File: src/rtl/spmv_mem_arbiter.sv
// spmv_mem_arbiter: shares the single PE memory port among N_REQ stream
// fetchers. Round-robin grant, tag = requester index, responses routed back
// by tag, and per-requester load credits so every response has a consumer.
// Optional build macro SPMV_ARB_PERF_EN adds grant/stall performance counters.
module spmv_mem_arbiter #(
    parameter int N_REQ           = 6,
    parameter int MAX_OUTSTANDING = 16,
    parameter int ADDR_W          = 48
) (
    input  logic                    clk,
    input  logic                    rst,
    input  logic [N_REQ-1:0]        req_ld,
    input  logic [N_REQ-1:0]        req_st,
    input  logic [N_REQ*ADDR_W-1:0] req_addr,
    input  logic [N_REQ*64-1:0]     req_d,
    output logic [N_REQ-1:0]        req_grant,
    output logic                    req_mem_ld,
    output logic                    req_mem_st,
    output logic [ADDR_W-1:0]       req_mem_addr,
    output logic [63:0]             req_mem_d_or_tag,
    input  logic                    req_mem_stall,
    input  logic                    rsp_mem_push,
    input  logic [2:0]              rsp_mem_tag,
    input  logic [63:0]             rsp_mem_q,
    output logic                    rsp_mem_stall,
    output logic [N_REQ-1:0]        rsp_push,
    output logic [63:0]             rsp_q,
    input  logic [N_REQ-1:0]        rsp_stall,
    output logic                    outstanding_err,
    output logic                    busy
);

    // Counter must be able to hold MAX_OUTSTANDING itself, hence the extra bit.
    localparam int CNT_W = $clog2(MAX_OUTSTANDING) + 1;

    logic [2:0]        ptr_reg, ptr_next;
    logic [N_REQ-1:0]  elig;
    logic [N_REQ-1:0]  load_full;
    logic [N_REQ-1:0]  cnt_nz;
    logic [N_REQ-1:0]  rsp_hit;
    logic [N_REQ-1:0]  rsp_ok;
    logic [N_REQ-1:0]  grant_vec;
    logic              grant_any;
    logic [2:0]        grant_idx;
    logic              grant_ld;
    logic              grant_st;
    logic [ADDR_W-1:0] grant_addr;
    logic [63:0]       grant_st_d;
    logic              rsp_err;

    logic [CNT_W-1:0]  cnt_reg [N_REQ];

    logic              req_mem_ld_reg;
    logic              req_mem_st_reg;
    logic [ADDR_W-1:0] req_mem_addr_reg;
    logic [63:0]       req_mem_d_reg;
    logic              rsp_mem_stall_reg;
    logic [N_REQ-1:0]  rsp_push_reg;
    logic [63:0]       rsp_q_reg;
    logic              err_reg;

    // Per-requester eligibility, response decode and credit counters.
    for (genvar gi = 0; gi < N_REQ; gi++) begin : g_req
        logic inc;
        logic dec;

        assign load_full[gi] = (cnt_reg[gi] == CNT_W'(MAX_OUTSTANDING));
        assign cnt_nz[gi]    = (cnt_reg[gi] != '0);
        // Reset gating keeps req_grant at 0 while rst is held.
        assign elig[gi]      = !rst && !req_mem_stall &&
                               (req_st[gi] || (req_ld[gi] && !load_full[gi]));
        assign rsp_hit[gi]   = rsp_mem_push && (rsp_mem_tag == 3'(gi));
        assign rsp_ok[gi]    = rsp_hit[gi] && cnt_nz[gi];
        assign inc           = grant_vec[gi] && req_ld[gi] && !req_st[gi];
        assign dec           = rsp_ok[gi];

        // Credit counter: +1 on load grant, -1 on accepted response, both cancel.
        always_ff @(posedge clk or posedge rst) begin
            if (rst) begin
                cnt_reg[gi] <= '0;
            end else if (inc && !dec) begin
                cnt_reg[gi] <= cnt_reg[gi] + CNT_W'(1);
            end else if (dec && !inc) begin
                cnt_reg[gi] <= cnt_reg[gi] - CNT_W'(1);
            end
        end
    end

    // Round-robin search starting at ptr_reg, wrapping modulo N_REQ.
    always_comb begin
        int idx;
        grant_vec = '0;
        grant_any = 1'b0;
        grant_idx = '0;
        idx       = 0;
        for (int k = 0; k < N_REQ; k++) begin
            idx = int'(ptr_reg) + k;
            if (idx >= N_REQ) begin
                idx = idx - N_REQ;
            end
            for (int i = 0; i < N_REQ; i++) begin
                if (!grant_any && (i == idx) && elig[i]) begin
                    grant_any    = 1'b1;
                    grant_idx    = 3'(i);
                    grant_vec[i] = 1'b1;
                end
            end
        end
    end

    // Select the winning request's operation, address and store data.
    always_comb begin
        grant_ld   = 1'b0;
        grant_st   = 1'b0;
        grant_addr = '0;
        grant_st_d = '0;
        for (int i = 0; i < N_REQ; i++) begin
            if (grant_vec[i]) begin
                grant_ld   = req_ld[i] && !req_st[i];
                grant_st   = req_st[i];
                grant_addr = req_addr[i*ADDR_W +: ADDR_W];
                grant_st_d = req_d[i*64 +: 64];
            end
        end
    end

    // Next pointer is one past the winner; unchanged when idle.
    always_comb begin
        ptr_next = ptr_reg;
        if (grant_any) begin
            ptr_next = (grant_idx == 3'(N_REQ - 1)) ? 3'd0 : grant_idx + 3'd1;
        end
    end

    // A push that matches no requester with outstanding credit is a protocol error.
    assign rsp_err = rsp_mem_push && !(|rsp_ok);

    // Pointer, issue register, response register and error flag.
    always_ff @(posedge clk or posedge rst) begin
        if (rst) begin
            ptr_reg           <= '0;
            req_mem_ld_reg    <= 1'b0;
            req_mem_st_reg    <= 1'b0;
            req_mem_addr_reg  <= '0;
            req_mem_d_reg     <= '0;
            rsp_mem_stall_reg <= 1'b0;
            rsp_push_reg      <= '0;
            rsp_q_reg         <= '0;
            err_reg           <= 1'b0;
        end else begin
            ptr_reg           <= ptr_next;
            req_mem_ld_reg    <= grant_any && grant_ld;
            req_mem_st_reg    <= grant_any && grant_st;
            if (grant_any) begin
                req_mem_addr_reg <= grant_addr;
                req_mem_d_reg    <= grant_st ? grant_st_d : {61'b0, grant_idx};
            end
            rsp_mem_stall_reg <= |rsp_stall;
            rsp_push_reg      <= rsp_ok;
            if (|rsp_ok) begin
                rsp_q_reg <= rsp_mem_q;
            end
            if (rsp_err) begin
                err_reg <= 1'b1;
            end
        end
    end

    assign req_grant        = grant_vec;
    assign req_mem_ld       = req_mem_ld_reg;
    assign req_mem_st       = req_mem_st_reg;
    assign req_mem_addr     = req_mem_addr_reg;
    assign req_mem_d_or_tag = req_mem_d_reg;
    assign rsp_mem_stall    = rsp_mem_stall_reg;
    assign rsp_push         = rsp_push_reg;
    assign rsp_q            = rsp_q_reg;
    assign outstanding_err  = err_reg;
    assign busy             = (|cnt_nz) || req_mem_ld_reg || req_mem_st_reg;

`ifdef SPMV_ARB_PERF_EN
    logic [31:0] grant_count [N_REQ];
    logic [31:0] stall_count;

    for (genvar gi = 0; gi < N_REQ; gi++) begin : g_perf
        // Per-requester grant counter, wraps naturally at 2^32.
        always_ff @(posedge clk or posedge rst) begin
            if (rst) begin
                grant_count[gi] <= '0;
            end else if (grant_vec[gi]) begin
                grant_count[gi] <= grant_count[gi] + 32'd1;
            end
        end
    end

    // Cycles where some request is pending but the memory port is stalled.
    always_ff @(posedge clk or posedge rst) begin
        if (rst) begin
            stall_count <= '0;
        end else if (req_mem_stall && (|(req_ld | req_st))) begin
            stall_count <= stall_count + 32'd1;
        end
    end
`endif

endmodule

File: config.mk
export PLATFORM = sky130hd
export DESIGN_NAME = spmv_mem_arbiter
export DESIGN_NICKNAME = d
export VERILOG_FILES = /design/src/rtl/spmv_mem_arbiter.sv
export SDC_FILE = /design/constraint.sdc
export NUM_CORES = 1
export LEC_CHECK = 0
export CAP_MARGIN = 40
export CORE_AREA = 2 2 374 376
export CTS_BUF_LIST = sky130_fd_sc_hd__clkbuf_16
export DETAILED_ROUTE_END_ITERATION = 16
export DIE_AREA = 0 0 376 378
export PLACE_DENSITY_LB_ADDON = 0.3
export SETUP_SLACK_MARGIN = 0.1
export SLEW_MARGIN = 15
export SYNTH_ARGS = -nofsm -noshare
export SYNTH_HDL_FRONTEND = slang
export SYNTH_SLANG_ARGS = --single-unit
File: constraint.sdc
create_clock -name clk -period 6.3 [get_ports clk]
set_input_delay 0.63 -clock clk [delete_from_list [all_inputs] [get_ports clk]]
set_output_delay 0.63 -clock clk [all_outputs]
set_load 0.05 [all_outputs]
==> impl_metrics.sql <==
INSERT INTO impl_metrics (metric_group, metric, value, unit) VALUES
('finish', 'design.final.nets', '3187', ''),
('placement', 'place.gp.congestion', '0.9265', ''),
('drt', 'first_iter_violations', '1812', ''),
('grt', 'busiest_layer', 'met2', ''),
('finish', 'area_delta_synth_final', '93.89', '%'),
('timing', 'max_freq', '0.1742', 'GHz'),
('floorplan', 'floorplan.die_area', '142100', 'um^2'),
('grt', 'grt_use_met3', '6.940', '%'),
('drt', 'wire_per_inst', '26.08', 'um'),
('critical_path', 'worst_path_largest_cell_delay', '0.55', 'ns'),
('critical_path', 'worst_ep_required_time', '5.67', 'ns'),
('grt', 'antenna_found_initial', '44', ''),
('timing', 'setup-violations-final', '0', ''),
('drt', 'total_vias_in_the_final_route', '16980', ''),
('drt', 'final_antenna_net_count', '0', ''),
('placement', 'dpl.cell_count', '4148', ''),
('timing', 'unrepaired_setup_endpoints_after_global_routing', 'false', ''),
('critical_path', 'cp.buffers_inverters', '6', ''),
('power_and_ir_drop', 'pwr_density_cell', '575.1', 'nW/um^2'),
('clocking', 'clock_tree.buffer_depth', '3', ''),
('clocking', 'cts.root.buffer_cell', 'sky130_fd_sc_hd__clkbuf_16', ''),
('grt', 'grt_first_pass_wirelength', '142.8', 'mm'),
('logic_synthesis', 'yosysUniqueCellTypes', '85', ''),
('timing', 'worst_clock_skew', '0.04046', 'ns'),
('clocking', 'cts_max_level', '2', ''),
('critical_path', 'cp_top_family', 'buffers and inverters', ''),
('clocking', 'tritoncts.num_buffers', '34', ''),
('power_and_ir_drop', 'final_total_power', '15480', 'uW'),
('clocking', 'tritoncts', 'yes', ''),
('drt', 'dr.pass1.iters', '10', ''),
('grt', 'gr-usage-met1', '17.77', '%'),
('floorplan', 'fp.dieH', '378', 'um'),
('timing', 'finalHoldViolCount', '0', ''),
('clocking', 'cts.reportedPaths.clkPinSlew', '0.05', 'ns'),
('grt', 'grt_max_degree', '93', ''),
('power_and_ir_drop', 'total_leakage_power', '0.009973', 'uW'),
('grt', 'vias_in_the_first_global_route', '16380', ''),
('placement', 'port_buffers', '953', ''),
('finish', 'final.fill_count', '15300', ''),
('clocking', 'clkSinkCount', '219', ''),
('logic_synthesis', 'synthesis.area_per_instance', '9.527', 'um^2'),
('timing', 'final_cycle_utilization_of_the_critical_path', '91.14', '%'),
('timing', 'post-route-min-period', '5.742', 'ns'),
('floorplan', 'coreArea', '138500', 'um^2'),
('drt', 'detail_route.drc_violations', '0', ''),
('finish', 'drive_above_1_share', '9.746', '%'),
('critical_path', 'start_kind', 'flop', ''),
('flow_run', 'number_of_maximum_capacitance_violations', '0', ''),
('logic_synthesis', 'synth_area', '13880', 'um^2'),
('logic_synthesis', 'synthArstFlopShare', '100.0', '%'),
('floorplan', 'num_io_pins', '954', ''),
('critical_path', 'critical_path_peak_fanout', '14', ''),
('timing', 'slew_worst_pin', '1.032', 'ns'),
('critical_path', 'setup.worst_path.class', 'flop to primary output', ''),
('logic_synthesis', 'synth.yosys.seq_area_share', '39.48', '%'),
('grt', 'globalRouteTotalUtil', '14.52', '%'),
('floorplan', 'initial_utilization', '10.02', '%'),
('min_path', 'holdCritPathClass', 'flop to flop', ''),
('run_status', 'outcome', 'completed', ''),
('timing', 'timing_max_transition_violations_final', '0', ''),
('critical_path', 'crit_path_cells', 'inv_1 > ha_1 > inv_1 > ha_1 > inv_1 > ha_1 > inv_1 > a31oi_1 > xnor2_1 > o311ai_1 > o22a_1 > nand2_1 > o211ai_1 > buf_4 > dlygate4sd2_1', ''),
('power_and_ir_drop', 'power.ir.vdd_worst', '0.5197', 'mV'),
('logic_synthesis', 'number_of_flops_mapped_to_enable_cells_by_yosys', '0', ''),
('logic_synthesis', 'synth.yosys.warnings', '0', ''),
('timing', 'relative_slew_slack', '31.23', '%'),
('placement', 'place.detailed.hpwl', '90.08', 'mm'),
('timing', 'setup-tns-final', '0', 'ns'),
('critical_path', 'arr_time_crit_path', '5.11', 'ns'),
('drt', 'wirelength', '110.0', 'mm'),
('logic_synthesis', 'synth_seq_cells', '219', ''),
('critical_path', 'endpoint_kind', 'primary output', ''),
('finish', 'layout.cells.non_filler', '4218', ''),
('clocking', 'insertion_delay', '0.60', 'ns'),
('critical_path', 'critical-path-top-cell-by-count', 'sky130_fd_sc_hd__inv_1', ''),
('floorplan', 'rows', '137', ''),
('grt', 'global_route_total_overflow', '0', ''),
('grt', 'globalRouteMet2Util', '22.48', '%'),
('logic_synthesis', 'synth-main-ff-cell', 'sky130_fd_sc_hd__dfrtp_1', ''),
('logic_synthesis', 'gate_count_after_technology_mapping', '1457', ''),
('critical_path', 'slowest_stage', 'sky130_fd_sc_hd__dlygate4sd2_1', ''),
('floorplan', 'fp.dieW', '376', 'um'),
('drt', 'avg_vias_per_cell', '4.026', ''),
('logic_synthesis', 'syn-num-nets', '2266', '');
[stage by stage]
stage                     cell area (um^2)  util, %  hold slack (ns)  setup WS [ns]
after floorplan                      13880        -           0.4560          1.051
after global placement               25670    18.54           0.4391         0.6293
after detailed placement             25800    18.63           0.4484         0.5340
after CTS                            26860    19.39           0.4609         0.1045
after global routing                 26900    19.42           0.4772         0.1627
final                                26910    19.43           0.4557         0.5579
[routing by layer]
metal / part of all wire [%] / vias up
li1: - / 7549
met1: 40 / 8358
met2: 45 / 874
met3: 12 / 148
met4: 2.5 / 54
met5: 0.43 / -
[Yosys cell counts, types with 10 or more instances]
library cell | instances | share of area [%]
sky130_fd_sc_hd__nand2_1 | 271 | 7.3
sky130_fd_sc_hd__dfrtp_1 | 219 | 39
sky130_fd_sc_hd__a222oi_1 | 110 | 7.9
sky130_fd_sc_hd__o21ai_0 | 102 | 3.7
sky130_fd_sc_hd__clkbuf_1 | 71 | 1.9
sky130_fd_sc_hd__mux2_2 | 70 | 5.7
sky130_fd_sc_hd__a221oi_1 | 65 | 4.1
sky130_fd_sc_hd__o22a_1 | 52 | 3.3
sky130_fd_sc_hd__a31oi_1 | 51 | 2.3
sky130_fd_sc_hd__ha_1 | 42 | 3.8
sky130_fd_sc_hd__inv_1 | 38 | 1.0
sky130_fd_sc_hd__nor2_1 | 32 | 0.87
sky130_fd_sc_hd__buf_2 | 30 | 1.1
sky130_fd_sc_hd__o21ai_2 | 29 | 1.8
sky130_fd_sc_hd__a21oi_1 | 26 | 0.94
sky130_fd_sc_hd__xnor2_1 | 23 | 1.5
sky130_fd_sc_hd__a21o_1 | 17 | 0.92
sky130_fd_sc_hd__nand2b_1 | 15 | 0.68
sky130_fd_sc_hd__xor2_1 | 11 | 0.69
sky130_fd_sc_hd__buf_1 | 10 | 0.27
sky130_fd_sc_hd__nand4_1 | 10 | 0.45
[worst paths after layout]
| check | slack (ns) | endpoint | cells after the start | from |
|---|---|---|---|---|
| worst max-delay path | 0.56 | req_grant[3] | 15 | ptr_reg[1] |
| worst min-delay path | 0.46 | outstanding_err | 1 | outstanding_err |
| worst max register to register | 0.64 | req_mem_d_or_tag[25] | 19 | ptr_reg[1] |
| worst min register to register | 0.46 | outstanding_err | 1 | outstanding_err |
| max in group asynchronous | 4.34 | req_mem_addr[40] | 4 | rst |
| min in group asynchronous | 0.77 | req_mem_d_or_tag[4] | 3 | rst |
[cell families (layout without fill, tap and decap cells)]
group | Yosys count | after routing | share of synthesized area, %
AOI/OAI and AO/OA | 525 | 525 | 29.94
muxes | 72 | 72 | 5.823
buffers and inverters | 156 | 1100 | 4.723
DFF | 219 | 219 | 39.48
other | 0 | 10 | 0
adders and majority gates | 48 | 48 | 4.651
and+or+nand+nor | 403 | 403 | 13.24
xor gates and xnor gates | 34 | 34 | 2.145
[cell usage in the layout (no fill, tap or decap), drive strengths merged, types with 15 or more instances in the layout]
master and n:
o22a 52, inv 43, clkbuf 35, buf 50, a21o 17, dfrtp 219, nor2 32, a222oi 110
mux2 70, a221oi 66, nand2 272, a21oi 27, clkdlybuf4s50 948, nand2b 15, xnor2 23, a31oi 51
clkinv 17, ha 42, o21ai 134
[where the power goes]
| part | leakage (uW) | internal [uW] | switching, uW | total (uW) |
|---|---|---|---|---|
| clock network | 0.000527 | 1080 | 854 | 1930 |
| logic | 0.00673 | 3890 | 7200 | 11100 |
| registers | 0.00272 | 2030 | 425 | 2460 |
[worst register-to-register path: stages, from the launching register on]
cell                       delay (ns)
sky130_fd_sc_hd__dfrtp_2         0.51
sky130_fd_sc_hd__inv_1           0.24
sky130_fd_sc_hd__ha_1            0.51
sky130_fd_sc_hd__inv_1           0.21
sky130_fd_sc_hd__ha_1            0.23
sky130_fd_sc_hd__inv_1           0.05
sky130_fd_sc_hd__ha_1            0.16
sky130_fd_sc_hd__inv_1           0.08
sky130_fd_sc_hd__a31oi_1         0.25
sky130_fd_sc_hd__xnor2_1         0.21
sky130_fd_sc_hd__o311ai_1        0.33
sky130_fd_sc_hd__o22a_1          0.36
sky130_fd_sc_hd__nand4_1         0.37
sky130_fd_sc_hd__o21a_4          0.33
sky130_fd_sc_hd__buf_4           0.23
sky130_fd_sc_hd__inv_2           0.09
sky130_fd_sc_hd__buf_4           0.36
sky130_fd_sc_hd__buf_4           0.63
sky130_fd_sc_hd__a221oi_1        0.28
sky130_fd_sc_hd__o21ai_2         0.16
[what timing repair did]
action                                  4_1_cts  5_1_grt
buffers inserted                              0        0
gates resized for setup                       3        5
hold buffers                                  0        0
endpoints found under the setup margin        3       42
[area by class of cell]
cell class	instances	area [um^2]	share of cell area [%]
timing repair buffer	1002	10120	37.59
multi-input combinational	1082	7818	29.05
sequential	219	5483	20.37
tap	1807	2261	8.401
clock buffer	34	850.8	3.161
clock inverter	25	209.0	0.7764
inverter	39	150.1	0.5579
antenna	10	25.02	0.09298
No activity file was read; power rests on OpenSTA's default activity.
==> edit (same flow settings) <==
Set the parameter `MAX_OUTSTANDING` to 32 (it was 16).
--- a/src/rtl/spmv_mem_arbiter.sv
+++ b/src/rtl/spmv_mem_arbiter.sv
@@ -4,7 +4,7 @@
 // Optional build macro SPMV_ARB_PERF_EN adds grant/stall performance counters.
 module spmv_mem_arbiter #(
     parameter int N_REQ           = 6,
-    parameter int MAX_OUTSTANDING = 16,
+    parameter int MAX_OUTSTANDING = 32,
     parameter int ADDR_W          = 48
 ) (
     input  logic                    clk,
Check against the original RTL: not settled (the Yosys comparison gave no result); the edit may change what the design does.
==> edit against the original RTL <==
  * Register-to-register slack worse by 0.08 ns
  * Non-clock buffer count grew 21
  * Sequential cell count is 6 higher
  * Total power decreased by 0.17%
  * Clock power is 6% higher
  * Worst setup slack got worse by 0.13 ns
  * Maximum frequency shrank 2.2%
  * Area after synthesis up 3.3%
  * Final cell count up 1.9%
  * Design area rose by 2.9%
  * Utilization up 0.57 points
  * Synthesized cell count increased by 4.1%
  * Wire length is 1.3% higher
==> edit: results <==
[layout]
fillers = 15350
drive_gt1_share_pct = 9.395
final-nonclk-buf-share_pct = 37.20
clk_share_pct = 4.119
n_all_inverters = 40
insertedDiodeCount = 12
multi_input_area_um2 = 8177
regArea_um2 = 5630

[placed_design]
hpwl_mm = 91.36

[grt]
grt_first_pass_wirelength_mm = 146.1
first_global_vias = 17270
antenna_found_initial = 50
grt_max_degree = 108

[setup_path]
cpMaxStageDelayCell = "clkdlybuf4s50_1"
endpoint = "req_grant[5]"
critPathMaxFanout = 55
rrSetupSlack_ns = 0.56
r2r_cells = 24

[power]
p_sw_uw = 8244
vdd_drop_max_uv = 575.0
totalPowerFinal_uw = 15450

[synthesis]
synthAdderAreaFrac_pct = 5.026
syn-num-nets = 2332
synth.distinct_cells = 79
synth_compound_gate_area_share_pct = 28.96
muxShareOfSynthArea_pct = 5.567

[timing]
fin_crit_ns = 5.874

[outcome]
status = "complete, no violations"

[drt]
wire_per_inst_um = 25.93
routed_via_density = 4.023
edit: changes by cell type in the layout (fill, tap and decap cells not counted), sizes merged, moves of 13 or more:
cell and delta:
a222oi -58, buf +20, nand2b +42, nand2 -60
o22a -51, a22oi +123, a211oi +13, o21ai -41
o221ai +44, nor2 +15
edit: cell families (layout without fill, tap and decap cells):
group | count (synthesis) | count (layout)
AO/OA/AOI/OAI | 553 | 553
AND/OR/NAND/NOR | 410 | 410
flip-flops | 225 | 225
buffers and inverters | 162 | 1125
multiplexers | 71 | 71
adder cells (fa/ha/maj) | 54 | 54
XOR/XNOR | 42 | 42
other | 0 | 12
edit: metal layers:
metal  vias up  share of wire [%]  GRT usage [%]
met5         -              0.075              0
met1      8520                 43          19.42
met4        14                2.8          4.181
li1       7778                  -              -
met3       128                8.0          4.101
met2       855                 46          23.81
